### src/rtl/mux_scan_sequencer.sv
// Scan controller for an 8-to-1 (2**SEL_W-to-1) mux: walks sel_out over every channel,
// samples mux_in and presents the assembled frame on a valid/ready handshake.
// Optional even-parity output guarded by `MUX_SCAN_PARITY_EN.
module mux_scan_sequencer #(
  parameter int SEL_W  = 3,
  parameter int SETTLE = 1,
  localparam int NUM_CH = 2 ** SEL_W
) (
  input  logic              clk,
  input  logic              rst_n,
  input  logic              start,
  input  logic              mux_in,
  output logic [SEL_W-1:0]  sel_out,
  output logic              busy,
  output logic              frame_valid,
  output logic [NUM_CH-1:0] frame_data,
`ifdef MUX_SCAN_PARITY_EN
  output logic              frame_parity,
`endif
  input  logic              frame_ready
);

  typedef enum logic [1:0] {
    ST_IDLE   = 2'd0,
    ST_SETTLE = 2'd1,
    ST_SAMPLE = 2'd2,
    ST_DONE   = 2'd3
  } state_t;

  localparam logic [3:0]       SETTLE_V = 4'(SETTLE);
  localparam logic [SEL_W-1:0] LAST_SEL = SEL_W'(NUM_CH - 1);
  localparam logic [SEL_W-1:0] SEL_ONE  = SEL_W'(1);
  localparam logic [SEL_W-1:0] SEL_ZERO = SEL_W'(0);
  // With no settle time a channel goes straight to its sample cycle.
  localparam state_t ENTRY_ST = (SETTLE == 0) ? ST_SAMPLE : ST_SETTLE;

  state_t              state_r;
  logic [3:0]          cnt_r;
  logic [SEL_W-1:0]    sel_r;
  logic                busy_r;
  logic                valid_r;
  logic [NUM_CH-1:0]   frame_r;
  logic [NUM_CH-1:0]   sample_frame_s;

  function automatic logic even_parity(input logic [NUM_CH-1:0] vec);
    logic p;
    p = 1'b0;
    for (int i = 0; i < NUM_CH; i++) begin
      p = p ^ vec[i];
    end
    return p;
  endfunction

  // Frame as it will look once the current channel's sample is written in.
  always_comb begin
    sample_frame_s         = frame_r;
    sample_frame_s[sel_r]  = mux_in;
  end

  // Scan state machine with registered outputs.
  always_ff @(posedge clk or negedge rst_n) begin
    if (!rst_n) begin
      state_r <= ST_IDLE;
      cnt_r   <= 4'd0;
      sel_r   <= SEL_ZERO;
      busy_r  <= 1'b0;
      valid_r <= 1'b0;
      frame_r <= '0;
    end else begin
      case (state_r)
        ST_IDLE: begin
          if (start) begin
            sel_r   <= SEL_ZERO;
            cnt_r   <= SETTLE_V;
            frame_r <= '0;
            busy_r  <= 1'b1;
            state_r <= ENTRY_ST;
          end else begin
            busy_r  <= 1'b0;
          end
        end
        ST_SETTLE: begin
          if (cnt_r <= 4'd1) begin
            cnt_r   <= 4'd0;
            state_r <= ST_SAMPLE;
          end else begin
            cnt_r   <= cnt_r - 4'd1;
          end
        end
        ST_SAMPLE: begin
          frame_r <= sample_frame_s;
          if (sel_r == LAST_SEL) begin
            sel_r   <= SEL_ZERO;
            valid_r <= 1'b1;
            state_r <= ST_DONE;
          end else begin
            sel_r   <= sel_r + SEL_ONE;
            cnt_r   <= SETTLE_V;
            state_r <= ENTRY_ST;
          end
        end
        ST_DONE: begin
          // start is deliberately not looked at here, even on the handshake edge.
          if (valid_r && frame_ready) begin
            valid_r <= 1'b0;
            busy_r  <= 1'b0;
            state_r <= ST_IDLE;
          end else begin
            valid_r <= 1'b1;
          end
        end
        default: begin
          state_r <= ST_IDLE;
          busy_r  <= 1'b0;
          valid_r <= 1'b0;
          sel_r   <= SEL_ZERO;
          cnt_r   <= 4'd0;
        end
      endcase
    end
  end

`ifdef MUX_SCAN_PARITY_EN
  logic parity_r;

  // Parity captured on the same edge as the last channel's sample.
  always_ff @(posedge clk or negedge rst_n) begin
    if (!rst_n) begin
      parity_r <= 1'b0;
    end else if ((state_r == ST_IDLE) && start) begin
      parity_r <= 1'b0;
    end else if ((state_r == ST_SAMPLE) && (sel_r == LAST_SEL)) begin
      parity_r <= even_parity(sample_frame_s);
    end else begin
      parity_r <= parity_r;
    end
  end

  assign frame_parity = parity_r;
`else
  // Parity-free build: frames carry data bits only.
`endif

  assign sel_out     = sel_r;
  assign busy        = busy_r;
  assign frame_valid = valid_r;
  assign frame_data  = frame_r;

endmodule

### config.mk
export PLATFORM = sky130hd
export DESIGN_NAME = mux_scan_sequencer
export DESIGN_NICKNAME = d
export VERILOG_FILES = /design/src/rtl/mux_scan_sequencer.sv
export SDC_FILE = /design/constraint.sdc
export NUM_CORES = 1
export LEC_CHECK = 0
export CAP_MARGIN = 20
export CORE_MARGIN = 3
export CORE_UTILIZATION = 45
export DETAILED_ROUTE_END_ITERATION = 10
export PLACE_DENSITY = 0.67
export SYNTH_ARGS = -nofsm -noshare
export SYNTH_HDL_FRONTEND = slang
export SYNTH_SLANG_ARGS = --single-unit
### constraint.sdc
create_clock -name clk -period 1.9 [get_ports clk]
set_clock_uncertainty 0.2 [all_clocks]
set_input_delay 0.57 -clock clk [delete_from_list [all_inputs] [get_ports clk]]
set_output_delay 0.57 -clock clk [all_outputs]
set_load 0.03 [all_outputs]
After elaboration in Yosys (flattened, before gate mapping)
Cells that the tools add are included.
{"block": "op_classes", "n_eq_ne": 9, "n_reduce_logical": 12, "add_sub_neg": 2, "n_mux": 23, "order_cmp": 3}
{"cell": "8-bit case mux with 2 select lines", "n": 1}
{"cell": "4-bit 2-to-1 mux", "n": 3}
{"cell": "4-bit case mux with 3 select lines", "n": 1}
{"cell": "2-bit inequality test, second input constant", "n": 5}
{"cell": "8-bit bitwise mux", "n": 1}
{"cell": "2-bit 2-to-1 mux", "n": 4}
{"cell": "8-bit 2-to-1 mux", "n": 1}
{"cell": "2-bit case mux with 4 select lines", "n": 1}
{"cell": "3-bit 2-to-1 mux", "n": 2}
{"cell": "3-bit case mux with 2 select lines", "n": 1}
{"cell": "2-bit AND reduction", "n": 3}
{"cell": "3-bit AND reduction", "n": 2}
{"cell": "2-bit nonzero test", "n": 3}
{"cell": "1-bit 2-to-1 mux", "n": 5}
{"cell": "2-bit == test, second input constant", "n": 2}
{"cell": "4-bit by 1-bit <= comparator with 1-bit output, second input constant", "n": 1}
{"cell": "3-bit by 4-bit less-than comparator with 1-bit output, second input constant", "n": 1}
{"cell": "1-bit case mux with 2 select lines", "n": 2}
{"cell": "4-bit by 1-bit subtractor with 4-bit output, second input constant", "n": 1}
{"cell": "3-bit by 1-bit adder with 3-bit output, second input constant", "n": 1}
{"cell": "1-bit demux with 3-bit select", "n": 1}
{"cell": "3-bit == test, second input constant", "n": 1}
{"cell": "3-bit by 1-bit greater-or-equal comparator with 1-bit output, second input constant", "n": 1}
{"cell": "3-bit nonzero test", "n": 1}
{"cell": "other kinds (3)", "n": 4}
{"block": "totals", "register_bits": 19, "word_cells": 55}

Depth between registers and ports, before layout
Gate-level depths: netlist (run 1).
{"block": "depth", "ltp_word": 6, "mapped_depth": 5, "mapped_depth_nobuf": 5}

Least setup slack after synthesis (run 1)
Ideal clock, no wire load.
{"block": "synth_timing", "kind": "register -> register", "start": "register sel_r[1], in the netlist sel_out[1]", "end": "register cnt_r[2]", "period_less_slack_ns": 1.786, "slack_ns": 0.114, "setup_ns": 0.132, "n_path_buf": 0, "arrival_time_ns": 1.453, "required_ns": 1.568, "stages_incl_launch_ff": 6, "cell_sequence": "dfrtp_1 -> ha_1 -> ha_1 -> o21a_1 -> o31ai_1 -> o31ai_1"}
{"block": "synth_via", "elab_chain_len": 3}
{"item": "start, declared", "line": "39", "text": "logic [SEL_W-1:0] sel_r;"}
{"item": "start signal, assigned", "line": "97", "text": "sel_r <= sel_r + SEL_ONE;"}
{"item": "3-bit == test", "line": "92", "text": "if (sel_r == LAST_SEL) begin"}
{"item": "2-bit inequality test (no line)"}
{"item": "3-bit AND reduction (no line)"}
{"item": "end signal, assigned", "line": "87", "text": "cnt_r <= cnt_r - 4'd1;"}
{"item": "end, declared", "line": "38", "text": "logic [3:0] cnt_r;"}
No other way between the ends.
A chain may end at the register's enable or synchronous reset.

Final worst setup path (run 1)
{"block": "layout_timing", "start": "register frame_r[4], in the netlist frame_data[4]", "end": "output port frame_data[4]"}
{"item": "start, declared", "line": "42", "text": "logic [NUM_CH-1:0] frame_r;"}
{"item": "start signal, assigned", "line": "91", "text": "frame_r <= sample_frame_s;"}
{"item": "end, declared", "line": "16", "text": "output logic [NUM_CH-1:0] frame_data,"}
No word-level cell between the ends.

==> results_dict.tcl, run 1 <==
set metrics [dict create \
    status "complete, no violations" \
    start_util 0.4982 \
    clk_pin_slew_worst_paths_ns 0.10 \
    drtIter0Drc 24 \
    dpl.hpwl_mm 1.495 \
    port-buffer-count 17 \
    layout-drive-gt1-share 0.1349 \
    wire_per_inst_microns 14.01 \
    post-cts-setup-buffers 0 \
    yosys_register_bits 19 \
    grt_overflow_total 0 \
    synth_cells 106 \
    cp.arrival_ns 1.06 \
    hold_viol 0 \
    worstPathRequired_ns 1.13 \
    period_share 0.9655 \
    max_stage_delay_ns 0.41 \
    design_area_sq_mm 0.001249 \
    grtUsageTotal 0.1793 \
    ys_seq_area_frac 0.4629 \
    vias_per_cell 5.732 \
    reg2reg_from "sel_out[0]$_DFFE_PN0P_" \
    grt_pass1_wl_mm 3.808 \
    critPathTopFamily "buffers and inverters" \
    dp.cells 149 \
    fillCellCount 190 \
    syn_area_sq_mm 0.001027 \
    slew_viol_final 0 \
    relSlewSlack 0.6059 \
    synth_nets 115 \
    die_h_microns 53.78 \
    fin_util 0.6056 \
    cts_made_buffers 3 \
    r2r_slack_ns 0.20 \
    synth.distinct_cells 31 \
    crit_chain "dlygate4sd2_1" \
    cts_sinks 19 \
    drtAntennaViolNets 0 \
    ios 18 \
    antenna_cells 0 \
    critical_path_depth 1 \
    timing.critical_path.buf_inv 1 \
    htreeDepth 1 \
    path_max_fanout 2 \
    cap_violations 0 \
    routed_wl_mm 2.144 \
    drc 0 \
    fmax_mhz 545.1 \
    multi_input_comb_area_sq_um 479.2 \
    design.die.area_sq_mm 0.002892 \
    vias 877 \
    synthFlopType "dfrtp_1" \
    synth_top_area_share 0.4629 \
    p_leak_nw 0.5623 \
    hold_slack_ns 0.3215 \
    holdBufCountCts 0 \
    syn_to_final_growth_pct 21.56 \
    hold_path_class "reg2reg" \
    coreArea_sq_mm 0.002062 \
    cts_tree "yes" \
    cts-resized-gates 10 \
    vdd_ir_drop_max_v 0.0008854 \
    yosysWarningCount 0 \
    nets 136 \
    grt_max_degree 20 \
    endpoint_kind "output pin" \
    powerDensity_mw_per_mm2 1618 \
    r2r_end "cnt_r[2]$_DFFE_PN0P_" \
    grt_pass1_vias 855 \
    dieWidth_microns 53.78 \
    antenna_found_initial 0 \
    regArea_sq_um 475.5 \
    worstMarginPinSlew_ns 0.5912 \
    gp_congestion 0.8095 \
    root_buffer "clkbuf_4" \
    setup.worst_path.class "reg2out" \
    cp-start-kind "flip-flop" \
    yosysTopAreaCell "dfrtp_1" \
    final_cells 153 \
    async_flop_share 1.000 \
    syn_area_per_cell_sq_um 9.691 \
    insertion_delay_ns 0.29 \
    ctsLongestPathBuffers 2 \
    rsz0062_at_grt "no" \
    synth.area.top_cells "dfrtp_1, ha_1, a21oi_1, inv_1, o22ai_1" \
    firstDrtPassIters 4 \
    place_area_sq_mm 0.001237 \
    row_count 16 \
    worstSetupEndpoint "frame_data[4]" \
    synth-edff-count 0 \
    fin_tns_setup_ns 0 \
    startpoint "frame_data[4]$_DFFE_PN0P_" \
    worstRegToRegCells 5 \
    setup_violations 0 \
    crit_slowest_cell "dlygate4sd2_1" \
    period_needed_ns 1.834 \
]
-- Yosys cell counts (2+ instances only) --
cell type	number
ha_1	4
dfrtp_1	19
buf_2	4
nor3_1	4
o21ai_0	3
inv_1	11
o21ai_1	2
nand2_1	2
clkbuf_1	3
o31ai_1	5
a21oi_1	9
nand3_1	4
nand2b_1	4
nand3b_1	4
a32o_1	2
o22ai_1	6
nor2_1	3
o21a_1	2
or3b_1	3
-- logic make-up after synthesis --
group | Yosys count | share of synthesized area
AO/OA/AOI/OAI | 36 | 0.2400
adder cells (fa/ha/maj) | 4 | 0.04872
buffers and inverters | 18 | 0.07065
flip-flops | 19 | 0.4629
multiplexers | 1 | 0.01096
AND/OR/NAND/NOR | 28 | 0.1669
-- power breakdown --
group          total [mW]  internal [mW]  switching, mW
logic                1.08          0.471          0.605
clock network       0.201         0.0817          0.119
registers           0.743          0.542          0.202
-- cell type report --
cell class                      instances  area share
Tap cell                               27     0.02705
Sequential cell                        19      0.3808
Inverter                               11     0.03307
Timing Repair Buffer                   23      0.1543
Clock buffer                            4     0.02104
Multi-Input combinational cell         69      0.3838
-- metal layers --
metal,global-route usage,vias up,wire [microns]
met5,0,-,0
met4,0.02553,0,12
met3,0.05817,2,127
met2,0.2863,26,966
met1,0.2405,424,1038
li1,-,425,-
-- state kept, by name (all words and copies together), names as in the netlist --
| signal | cells |
|---|---|
| frame_data | 8 |
| cnt_r | 4 |
| sel_out | 3 |
| state_r | 2 |
| busy | 1 |
| frame_valid | 1 |
-- placed cells by master, fill, tap and decap left out, types with 5 or more instances in the layout --
| cell type | Yosys | routed |
|---|---|---|
| dfrtp_1 | 19 | 19 |
| dlygate4sd2_1 | 0 | 8 |
| o31ai_1 | 5 | 5 |
| o22ai_1 | 6 | 6 |
| inv_1 | 11 | 11 |
| a21oi_1 | 9 | 9 |
| buf_4 | 0 | 9 |
-- through the flow --
step           worst slack, ns  power, mW
2_1_floorplan           0.1144      1.453
3_3_place_gp          -0.02424      1.840
3_5_place_dp          -0.05624      1.861
4_1_cts                0.01537      2.034
5_1_grt                0.01104      2.196
6_report               0.06563      2.020
-- worst min-delay path by stage --
stage | from | to | slack, ns | depth (start not counted)
after floorplan | rst_n | busy$_DFFE_PN0P_ | 0.07 | 0
after global placement | frame_data[0]$_DFFE_PN0P_ | frame_data[0]$_DFFE_PN0P_ | 0.28 | 2
after detailed placement | frame_data[0]$_DFFE_PN0P_ | frame_data[0]$_DFFE_PN0P_ | 0.29 | 2
after CTS | frame_data[0]$_DFFE_PN0P_ | frame_data[0]$_DFFE_PN0P_ | 0.31 | 2
after global routing | frame_data[0]$_DFFE_PN0P_ | frame_data[0]$_DFFE_PN0P_ | 0.35 | 2
final | frame_data[6]$_DFFE_PN0P_ | frame_data[6]$_DFFE_PN0P_ | 0.32 | 2
(Power assumes the default switching activity.)
==> run 2: changes to the inputs <==
--- a/config.mk
+++ b/config.mk
@@ -7,9 +7,9 @@
 export LEC_CHECK = 0
 export CAP_MARGIN = 20
 export CORE_MARGIN = 3
-export CORE_UTILIZATION = 45
+export CORE_UTILIZATION = 35
 export DETAILED_ROUTE_END_ITERATION = 10
-export PLACE_DENSITY = 0.67
+export PLACE_DENSITY = 0.54
 export SYNTH_ARGS = -nofsm -noshare
 export SYNTH_HDL_FRONTEND = slang
 export SYNTH_SLANG_ARGS = --single-unit
==> run 2 against run 1 <==
  * Wire length rose by 2.5%
  * Via count is 1.7% lower
  * Power rose by 0.67%
  * Sequential power decreased by 5.4%
  * Maximum frequency up 0.27%
  * Worst setup slack gained 0.0050 ns
  * Sequential share of layout area decreased by 0.49 points
  * Critical endpoint is now sel_out[1]
  * Global-route usage down 4.1 points
  * Largest cell class unchanged
  * First-iteration DRC count is 42% higher
  * Clock power barely moved
  * Hold slack got worse by 0.0013 ns
==> results_dict.tcl, run 2 (synthesis results as in run 1) <==
set metrics [dict create \
    worstMarginPinSlew_ns 0.4061 \
    period_share 0.9628 \
    hold_path_class "reg2reg" \
    whs_path_depth 2 \
    row_count 19 \
    root_buffer "clkbuf_4" \
    hold_viol 0 \
    antenna_found_initial 0 \
    grt_pass1_wl_mm 3.739 \
    nets 137 \
    cts_tree "yes" \
    setup.worst_path.class "reg2out" \
    antenna_cells 0 \
    cap_violations 0 \
    vdd_ir_drop_max_v 0.0008426 \
    firstDrtPassIters 4 \
    ios 18 \
    largest_reg_flops 8 \
    dieWidth_microns 60.18 \
    powerDensity_mw_per_mm2 1607 \
    grtUsageMet3 0.04536 \
    clk_pin_slew_worst_paths_ns 0.11 \
    worstPathRequired_ns 1.13 \
    relSlewSlack 0.7293 \
    endpoint_kind "output pin" \
    power_mw 2.033 \
    drtAntennaViolNets 0 \
    dp.cells 154 \
    ctsLongestPathBuffers 2 \
    startpoint "sel_out[1]$_DFFE_PN0P_" \
    use_met1 0.1788 \
    worstSetupEndpoint "sel_out[1]" \
    p_leak_nw 0.5635 \
    hp-start "frame_data[0]$_DFFE_PN0P_" \
    vias 862 \
    start_util 0.3693 \
    r2r_end "cnt_r[2]$_DFFE_PN0P_" \
    drtIter0Drc 34 \
    grt_max_degree 20 \
    cts_made_buffers 3 \
    final_cell_mix "dfrtp_1, inv_1, buf_4, a21oi_1" \
    final_common_cell "dfrtp_1" \
    layout-drive-gt1-share 0.1496 \
    coreArea_sq_mm 0.002781 \
    grt_overflow_total 0 \
    worstRegToRegCells 5 \
    routed_wl_mm 2.197 \
    setup_violations 0 \
    dpl_worst_slack_ns -0.03729 \
    syn_to_final_growth_pct 23.14 \
    status "complete, no violations" \
    grtUsageTotal 0.1385 \
    grtUsageMet2 0.2253 \
    grt_pass1_vias 832 \
    setup_slack_ns 0.07061 \
    fmax_mhz 546.6 \
    reg2reg_from "sel_out[0]$_DFFE_PN0P_" \
    slew_viol_final 0 \
    drc 0 \
    grt_busiest_layer "met2" \
    hold_slack_ns 0.3202 \
    htreeDepth 1 \
    gp_congestion 0.7526 \
    rsz0062_at_grt "no" \
    cp-start-kind "flip-flop" \
    holdBufCountCts 0 \
    r2r_slack_ns 0.19 \
    dpl.hpwl_mm 1.581 \
    final_cells 158 \
    vias_per_cell 5.456 \
    design.die.area_sq_mm 0.003621 \
    cts_sinks 19 \
    insertion_delay_ns 0.30 \
    period_needed_ns 1.829 \
    port-buffer-count 17 \
    cp.arrival_ns 1.06 \
    path_max_fanout 15 \
    wire_per_inst_microns 13.91 \
    die_h_microns 60.18 \
]
run 2: cell count changes in the layout (fill, tap and decap cells not counted), sizes merged:
cell,previous run,this run
clkdlybuf4s15,1,3
buf,9,10
clkinv,0,1
dlygate4sd2,8,6
clkbuf,5,4
run 2: per-stage QoR:
stage / utilization / TNS [ns] / cell area [sq um]
finish: 0.4548 / 0 / 1265
global route: 0.4548 / 0 / 1265
CTS: 0.4552 / 0 / 1266
detailed placement: 0.4494 / -0.07776 / 1250
global placement: 0.4494 / -0.01446 / 1250
floorplan: - / 0 / 1027
run 2: worst max-delay path: stages (launching register included):
cell,delay [ns]
dfrtp_1,0.40
buf_4,0.18
buf_4,0.18
run 2: worst min path at each step:
stage | to | slack [ns]
3_5_place_dp | frame_data[0]$_DFFE_PN0P_ | 0.30
6_report | frame_data[0]$_DFFE_PN0P_ | 0.32
4_1_cts | frame_data[0]$_DFFE_PN0P_ | 0.32
5_1_grt | frame_data[6]$_DFFE_PN0P_ | 0.35
2_1_floorplan | busy$_DFFE_PN0P_ | 0.07
3_3_place_gp | frame_data[0]$_DFFE_PN0P_ | 0.30
run 2: area by class of cell:
cell class,count,area [sq um]
Fill cell,274,1516
Multi-Input combinational cell,69,479.2
Sequential cell,19,475.5
Timing Repair Buffer,24,202.7
Inverter,11,41.29
Tap cell,31,38.79
Clock buffer,3,22.52
Clock inverter,1,5.005
run 2: layer usage:
layer,vias up,wire [microns]
met5,-,0
met4,0,17
met3,2,113
met2,23,1029
met1,399,1036
li1,438,-
run 2: power by group:
group	internal, mW	switching [mW]
clock network	0.0784	0.125
registers	0.542	0.162
logic	0.484	0.642
run 2: repair_timing:
item / in CTS / in global routing
endpoints found under the setup margin: 10 / 4
buffers inserted: 0 / 0
hold endpoints to repair: 0 / 0
gates resized for setup: 11 / 4
